## config.mk

```make
export PLATFORM = sky130hd
export DESIGN_NAME = pipelined_csel_adder
export DESIGN_NICKNAME = d
export VERILOG_FILES = /design/src/rtl/pipelined_csel_adder.sv
export SDC_FILE = /design/constraint.sdc
export NUM_CORES = 1
export LEC_CHECK = 0
export CAP_MARGIN = 20
export CORE_MARGIN = 1
export CORE_UTILIZATION = 40
export DETAILED_ROUTE_END_ITERATION = 16
export GPL_TIMING_DRIVEN = 0
export MAX_ROUTING_LAYER = met4
export PLACE_DENSITY_LB_ADDON = 0.1
export SETUP_SLACK_MARGIN = 0.2
export SLEW_MARGIN = 5
export SYNTH_ARGS = -nofsm -noshare
export SYNTH_HDL_FRONTEND = slang
export SYNTH_SLANG_ARGS = --single-unit
```

## constraint.sdc

```tcl
create_clock -name clk -period 14.5 [get_ports clk]
set_input_delay 3.625 -clock clk [delete_from_list [all_inputs] [get_ports clk]]
set_output_delay 3.625 -clock clk [all_outputs]
set_load 0.01 [all_outputs]
```

## src/rtl/pipelined_csel_adder.sv

```systemverilog
// Pipelined carry-select adder/subtractor with valid/ready on both sides; one carry block per stage.
// Optional: define CSEL_ADDER_SAT_EN to saturate the sum on signed overflow.
module pipelined_csel_adder #(
  parameter int WIDTH = 32,
  parameter int BLOCK = 8
) (
  input  logic             clk,
  input  logic             rst,
  input  logic             in_valid,
  output logic             in_ready,
  input  logic [WIDTH-1:0] a,
  input  logic [WIDTH-1:0] b,
  input  logic             cin,
  input  logic             sub,
  output logic             out_valid,
  input  logic             out_ready,
  output logic [WIDTH-1:0] sum,
  output logic             cout,
  output logic             ovf
);
  localparam int NUM_BLOCKS = WIDTH / BLOCK;

  if (((WIDTH % BLOCK) != 0) || (NUM_BLOCKS < 1)) begin : g_bad_cfg
    $error("pipelined_csel_adder: WIDTH must be a non-zero multiple of BLOCK");
  end

  // Level k holds the conditioned operands, the carry into block k and the sum bits below block k.
  logic             v_q      [NUM_BLOCKS];
  logic             v_d      [NUM_BLOCKS];
  logic             c_q      [NUM_BLOCKS];
  logic             c_d      [NUM_BLOCKS];
  logic [WIDTH-1:0] a_q      [NUM_BLOCKS];
  logic [WIDTH-1:0] a_d      [NUM_BLOCKS];
  logic [WIDTH-1:0] b_q      [NUM_BLOCKS];
  logic [WIDTH-1:0] b_d      [NUM_BLOCKS];
  logic [WIDTH-1:0] s_q      [NUM_BLOCKS];
  logic [WIDTH-1:0] s_d      [NUM_BLOCKS];
  logic [BLOCK:0]   blk0_s   [NUM_BLOCKS];
  logic [BLOCK:0]   blk1_s   [NUM_BLOCKS];
  logic [WIDTH-1:0] merged_s [NUM_BLOCKS];
  logic             carry_s  [NUM_BLOCKS];

  logic             adv_s;
  logic [WIDTH-1:0] res_s;
  logic [WIDTH-1:0] sum_d;
  logic             ovf_d;
  logic             out_valid_q;
  logic [WIDTH-1:0] sum_q;
  logic             cout_q;
  logic             ovf_q;

  assign adv_s     = !out_valid_q || out_ready;
  assign in_ready  = adv_s;
  assign out_valid = out_valid_q;
  assign sum       = sum_q;
  assign cout      = cout_q;
  assign ovf       = ovf_q;

  // Both candidate block sums are formed in parallel; the registered carry only drives the select.
  always_comb begin
    for (int k = 0; k < NUM_BLOCKS; k++) begin
      blk0_s[k]   = {1'b0, a_q[k][k*BLOCK +: BLOCK]} + {1'b0, b_q[k][k*BLOCK +: BLOCK]};
      blk1_s[k]   = {1'b0, a_q[k][k*BLOCK +: BLOCK]} + {1'b0, b_q[k][k*BLOCK +: BLOCK]}
                    + {{BLOCK{1'b0}}, 1'b1};
      merged_s[k] = s_q[k];
      merged_s[k][k*BLOCK +: BLOCK] = c_q[k] ? blk1_s[k][BLOCK-1:0] : blk0_s[k][BLOCK-1:0];
      carry_s[k]  = c_q[k] ? blk1_s[k][BLOCK] : blk0_s[k][BLOCK];
    end
  end

  // Next-state of each level: level 0 captures conditioned operands, level k takes level k-1.
  always_comb begin
    v_d[0] = in_valid;
    a_d[0] = a;
    b_d[0] = sub ? ~b : b;
    c_d[0] = sub ? ~cin : cin;
    s_d[0] = {WIDTH{1'b0}};
    for (int k = 1; k < NUM_BLOCKS; k++) begin
      v_d[k] = v_q[k-1];
      a_d[k] = a_q[k-1];
      b_d[k] = b_q[k-1];
      c_d[k] = carry_s[k-1];
      s_d[k] = merged_s[k-1];
    end
  end

  // Final result, overflow flag and (optionally) the saturation mux.
  always_comb begin
    res_s = merged_s[NUM_BLOCKS-1];
    ovf_d = (a_q[NUM_BLOCKS-1][WIDTH-1] == b_q[NUM_BLOCKS-1][WIDTH-1]) &&
            (res_s[WIDTH-1] != a_q[NUM_BLOCKS-1][WIDTH-1]);
    sum_d = res_s;
`ifdef CSEL_ADDER_SAT_EN
    if (ovf_d) begin
      sum_d = a_q[NUM_BLOCKS-1][WIDTH-1] ? {1'b1, {(WIDTH-1){1'b0}}}
                                         : {1'b0, {(WIDTH-1){1'b1}}};
    end else begin
      sum_d = res_s;
    end
`endif
  end

  // Stage registers: a rigid shift register gated by adv.
  always_ff @(posedge clk or posedge rst) begin
    if (rst) begin
      for (int k = 0; k < NUM_BLOCKS; k++) begin
        v_q[k] <= 1'b0;
        c_q[k] <= 1'b0;
        a_q[k] <= {WIDTH{1'b0}};
        b_q[k] <= {WIDTH{1'b0}};
        s_q[k] <= {WIDTH{1'b0}};
      end
    end else if (adv_s) begin
      for (int k = 0; k < NUM_BLOCKS; k++) begin
        v_q[k] <= v_d[k];
        c_q[k] <= c_d[k];
        a_q[k] <= a_d[k];
        b_q[k] <= b_d[k];
        s_q[k] <= s_d[k];
      end
    end
  end

  // Output register; data only loads with a valid beat so the fields stay put between results.
  always_ff @(posedge clk or posedge rst) begin
    if (rst) begin
      out_valid_q <= 1'b0;
      sum_q       <= {WIDTH{1'b0}};
      cout_q      <= 1'b0;
      ovf_q       <= 1'b0;
    end else if (adv_s) begin
      out_valid_q <= v_q[NUM_BLOCKS-1];
      if (v_q[NUM_BLOCKS-1]) begin
        sum_q  <= sum_d;
        cout_q <= carry_s[NUM_BLOCKS-1];
        ovf_q  <= ovf_d;
      end
    end
  end
endmodule

```

==> tab_implementation.tex <==
\begin{tabular}{lr}
\hline
Metric & Value \\
\hline
\multicolumn{2}{l}{\textbf{Floorplanning}} \\
\quad Die Footprint & $\sim$0.03 mm² \\
\quad DIE HEIGHT & about 170 µm \\
\quad FP Rows & 61 \\
\quad Die extent in x & 172 µm \\
\quad Starting density of the core & 41.2\% \\
\quad I/O pins & 106 \\
\quad Core Area & between 0.02 and 0.03 mm² \\
\multicolumn{2}{l}{\textbf{Clock tree}} \\
\quad Clock tree from TritonCTS & yes \\
\quad Clock latency at the later pin of the worst-skew pair & about 0.54 ns \\
\quad CTS buffer count & 29 \\
\quad CTS-repair resized insts & 0 \\
\quad \# clock sinks & around 250 \\
\quad CTS HTree Levels & 1 \\
\quad Root buffer cell & clkbuf\_16 \\
\quad Maximum buffer depth of the clock tree & 3 \\
\quad Clock Pin Slew Worst Setup and Hold Paths & $\sim$0.060 ns \\
\quad Total setup buffers inserted after CTS & 0 \\
\quad Number of hold buffers added after CTS & 0 \\
\multicolumn{2}{l}{\textbf{Synth}} \\
\quad Top flip-flop cell by instance count after synthesis & dfrtp\_1 \\
\quad Netlist cell types & 65 \\
\quad Sequential cell area fraction in the yosys report & approximately 54\% \\
\quad Combined area of all synthesized cells & between 0.01 and 0.015 mm² \\
\quad Async set or reset register ratio after synthesis & 100\% \\
\quad Flops \& latches, synth & 251 \\
\quad Cells after Synth & $\sim$1,200 \\
\quad Number of flops mapped to enable cells by yosys & 0 \\
\quad Count of synthesis-stage warnings from yosys & 0 \\
\quad Post-Synthesis Mean Instance Area & 9.38 µm² \\
\quad Synthesized netlist net count & 1,344 \\
\multicolumn{2}{l}{\textbf{Critical path}} \\
\quad Maximum fanout along the worst path & 10 \\
\quad Kind of end point of the critical path & output port \\
\quad Number of cells on the worst reg-to-reg path & 8 \\
\quad Data required time at the worst endpoint & between 10 and 15 ns \\
\quad Reg2Reg Launch Point & b\_q[24] \\
\quad CP Data Arrival Time & 6.07 ns \\
\quad Worst setup startpoint & out\_ready \\
\quad Worst setup path category & in2out \\
\quad CP startpoint kind & input port \\
\multicolumn{2}{l}{\textbf{Power}} \\
\quad Worst voltage drop across the vdd grid & about 0.096 mV \\
\quad Standby leakage power & $\sim$6.7 nW \\
\quad Pwr per Cell Area & 241 mW/mm² \\
\quad Final Power & roughly 3.4 mW \\
\multicolumn{2}{l}{\textbf{STA}} \\
\quad Post-route clock skew & between 0.01 and 0.015 ns \\
\quad Worst hold margin & 0.453 ns \\
\quad Final Setup Violations & 0 \\
\quad Period Utilization, post-route & approximately two thirds \\
\quad Least-Margin Pin Slew & 0.760 ns \\
\quad Time the worst path needs with I/O delays and setup & 9.70 ns \\
\quad Number of pins with negative max-slew slack in the final report & 0 \\
\quad Final critical-path setup slack & between 4 and 5 ns \\
\quad Post-route setup TNS & 0 ns \\
\quad RSZ-0062 raised after global routing & no \\
\quad Count of endpoints failing hold in the final timing report & 0 \\
\quad Top achievable clock speed & slightly above 100 MHz \\
\quad Rel. slew slack & about half \\
\multicolumn{2}{l}{\textbf{Global routing}} \\
\quad Vias in the first global route & around 8,000 \\
\quad Remaining Overflow, GRT & 0 \\
\quad Pin count of the biggest net entering global routing & around 110 \\
\quad GRT Util Overall & between 10\% and 20\% \\
\quad Wire length of the first global-routing pass & about 43,000 µm \\
\quad Antenna violations before repair & 0 \\
\multicolumn{2}{l}{\textbf{Placement}} \\
\quad Cell area after placement & approximately 0.013 mm² \\
\quad Detailed Place HPWL & 19,000 µm \\
\quad Count of buffers inserted at the top-level ports & approximately 100 \\
\quad Worst slack after detailed placement & $\sim$4.8 ns \\
\quad Number of instances in the placed design & between 1,500 and 2,000 \\
\quad Routability congestion estimate from global placement & 0.818 \\
\multicolumn{2}{l}{\textbf{Routing}} \\
\quad Wire length per cell & 14.8 µm \\
\quad Starting DRT DRC Count & roughly 420 \\
\quad Total iterations of the first detailed-routing run & 4 \\
\quad Via count & 8,444 \\
\quad Detail Route Antenna Nets & 0 \\
\quad DRC violations left & 0 \\
\quad Total routed wirelength & 26,100 µm \\
\quad Via-to-Cell Ratio & 4.77 \\
\multicolumn{2}{l}{\textbf{Hold path}} \\
\quad Class of the most critical hold timing path & reg2reg \\
\quad Number of instances on the worst hold path & 2 \\
\quad Origin of the worst min-delay path & a\_d[77] \\
\multicolumn{2}{l}{\textbf{Flow run}} \\
\quad Max-cap violations & 0 \\
\multicolumn{2}{l}{\textbf{Final layout}} \\
\quad Final antenna diode count & 0 \\
\quad Number of non-filler instances in the completed layout & $\sim$1,800 \\
\quad Final Instance Area & roughly 0.014 mm² \\
\quad Final-stage net count & 1,481 \\
\quad Area Overhead vs Synth & 22.6\% \\
\quad Fill cells & about 2,800 \\
\quad Share of final-layout standard cells stronger than drive strength 1 & approximately 7\% \\
\quad Final Util & around half \\
\multicolumn{2}{l}{\textbf{Run status}} \\
\quad Status & complete, no violations \\
\hline
\end{tabular}
==> power by group <==
part | internal [mW] | total (mW) | switching (mW)
combinational | 0.630 | 1.44 | 0.810
clock | 0.489 | 0.780 | 0.290
sequential | 1.01 | 1.20 | 0.182
total | 2.13 | 3.41 | 1.28
==> path summary, 6_finish.rpt <==
check / endpoint / slack (ns)
max: in_ready / 4.80
min: a_d[45] / 0.45
max reg2reg: ovf / 11.78
min reg2reg: a_d[45] / 0.45
max in group asynchronous: a_d[77] / 9.72
min in group asynchronous: sum[7] / 3.49
==> Yosys cell counts (10+ instances only) <==
master	n	share of area, %
o21ai_0	64	2.8
nand2_1	549	18
inv_1	10	0.32
a21oi_1	21	0.91
nand3_1	14	0.61
xor2_1	15	1.1
ha_1	36	3.9
xnor2_1	54	4.1
mux2_2	25	2.4
clkbuf_1	46	1.5
nor2_1	20	0.65
dfrtp_1	251	54
==> final cells by class <==
cell class                      count  area [µm²]  area share, %
Timing Repair Buffer              106        1100           7.72
Buffer                             57         250           1.76
Inverter                           11        48.8          0.344
Clock inverter                      9         158           1.11
Tap cell                          378         473           3.33
Clock buffer                       44         882           6.22
Multi-Input combinational cell    915        5000           35.2
Sequential cell                   251        6280           44.3
==> worst max-delay path, stage by stage <==
cell             delay, ns
clkdlybuf4s50_1       0.45
nor2b_1               0.12
clkinv_1              0.13
clkbuf_1              0.44
clkbuf_1              0.64
clkdlybuf4s50_1       0.67
==> cell usage in the layout (no fill, tap or decap), types with 5 or more instances in the layout <==
cell / instances
a21o_1: 7
a21oi_1: 21
and3_1: 6
buf_1: 5
clkbuf_1: 51
clkbuf_16: 29
clkbuf_8: 12
clkdlybuf4s50_1: 104
dfrtp_1: 251
ha_1: 36
inv_1: 9
mux2_2: 25
nand2_1: 549
nand3_1: 14
nand4_1: 5
nor2_1: 20
nor3_1: 5
o211ai_1: 7
o21a_1: 5
o21ai_0: 64
o31ai_1: 8
xnor2_1: 54
xor2_1: 15
==> routing by layer <==
layer	up-vias	wire [µm]	GRT usage (%)
li1	4320	-	-
met1	3960	13100	27.1
met2	134	11600	28.9
met3	30	946	2.68
met4	0	504	4.19
met5	-	0	-
==> state kept, by name, summed over array words and instances (netlist names) <==
| register | flops |
|---|---|
| a_d | 72 |
| b_d | 72 |
| merged_s | 48 |
| sum | 32 |
| a_q | 8 |
| b_q | 8 |
| c_q | 4 |
| v_d | 3 |
| cout | 1 |
| out_valid | 1 |
| ovf | 1 |
| v_q | 1 |
==> cells by family (layout without fill, tap and decap cells) <==
group / after synthesis / count (layout) / share of synthesized area, %
muxes: 29 / 29 / 2.78
DFF: 251 / 251 / 54.3
adders and majority gates: 40 / 40 / 4.58
xor gates and xnor gates: 70 / 70 / 5.42
and+or+nand+nor: 631 / 631 / 22.2
buffers and inverters: 68 / 227 / 2.52
AOI/OAI and AO/OA: 145 / 145 / 8.25
Power figures use the tool's default switching activity.
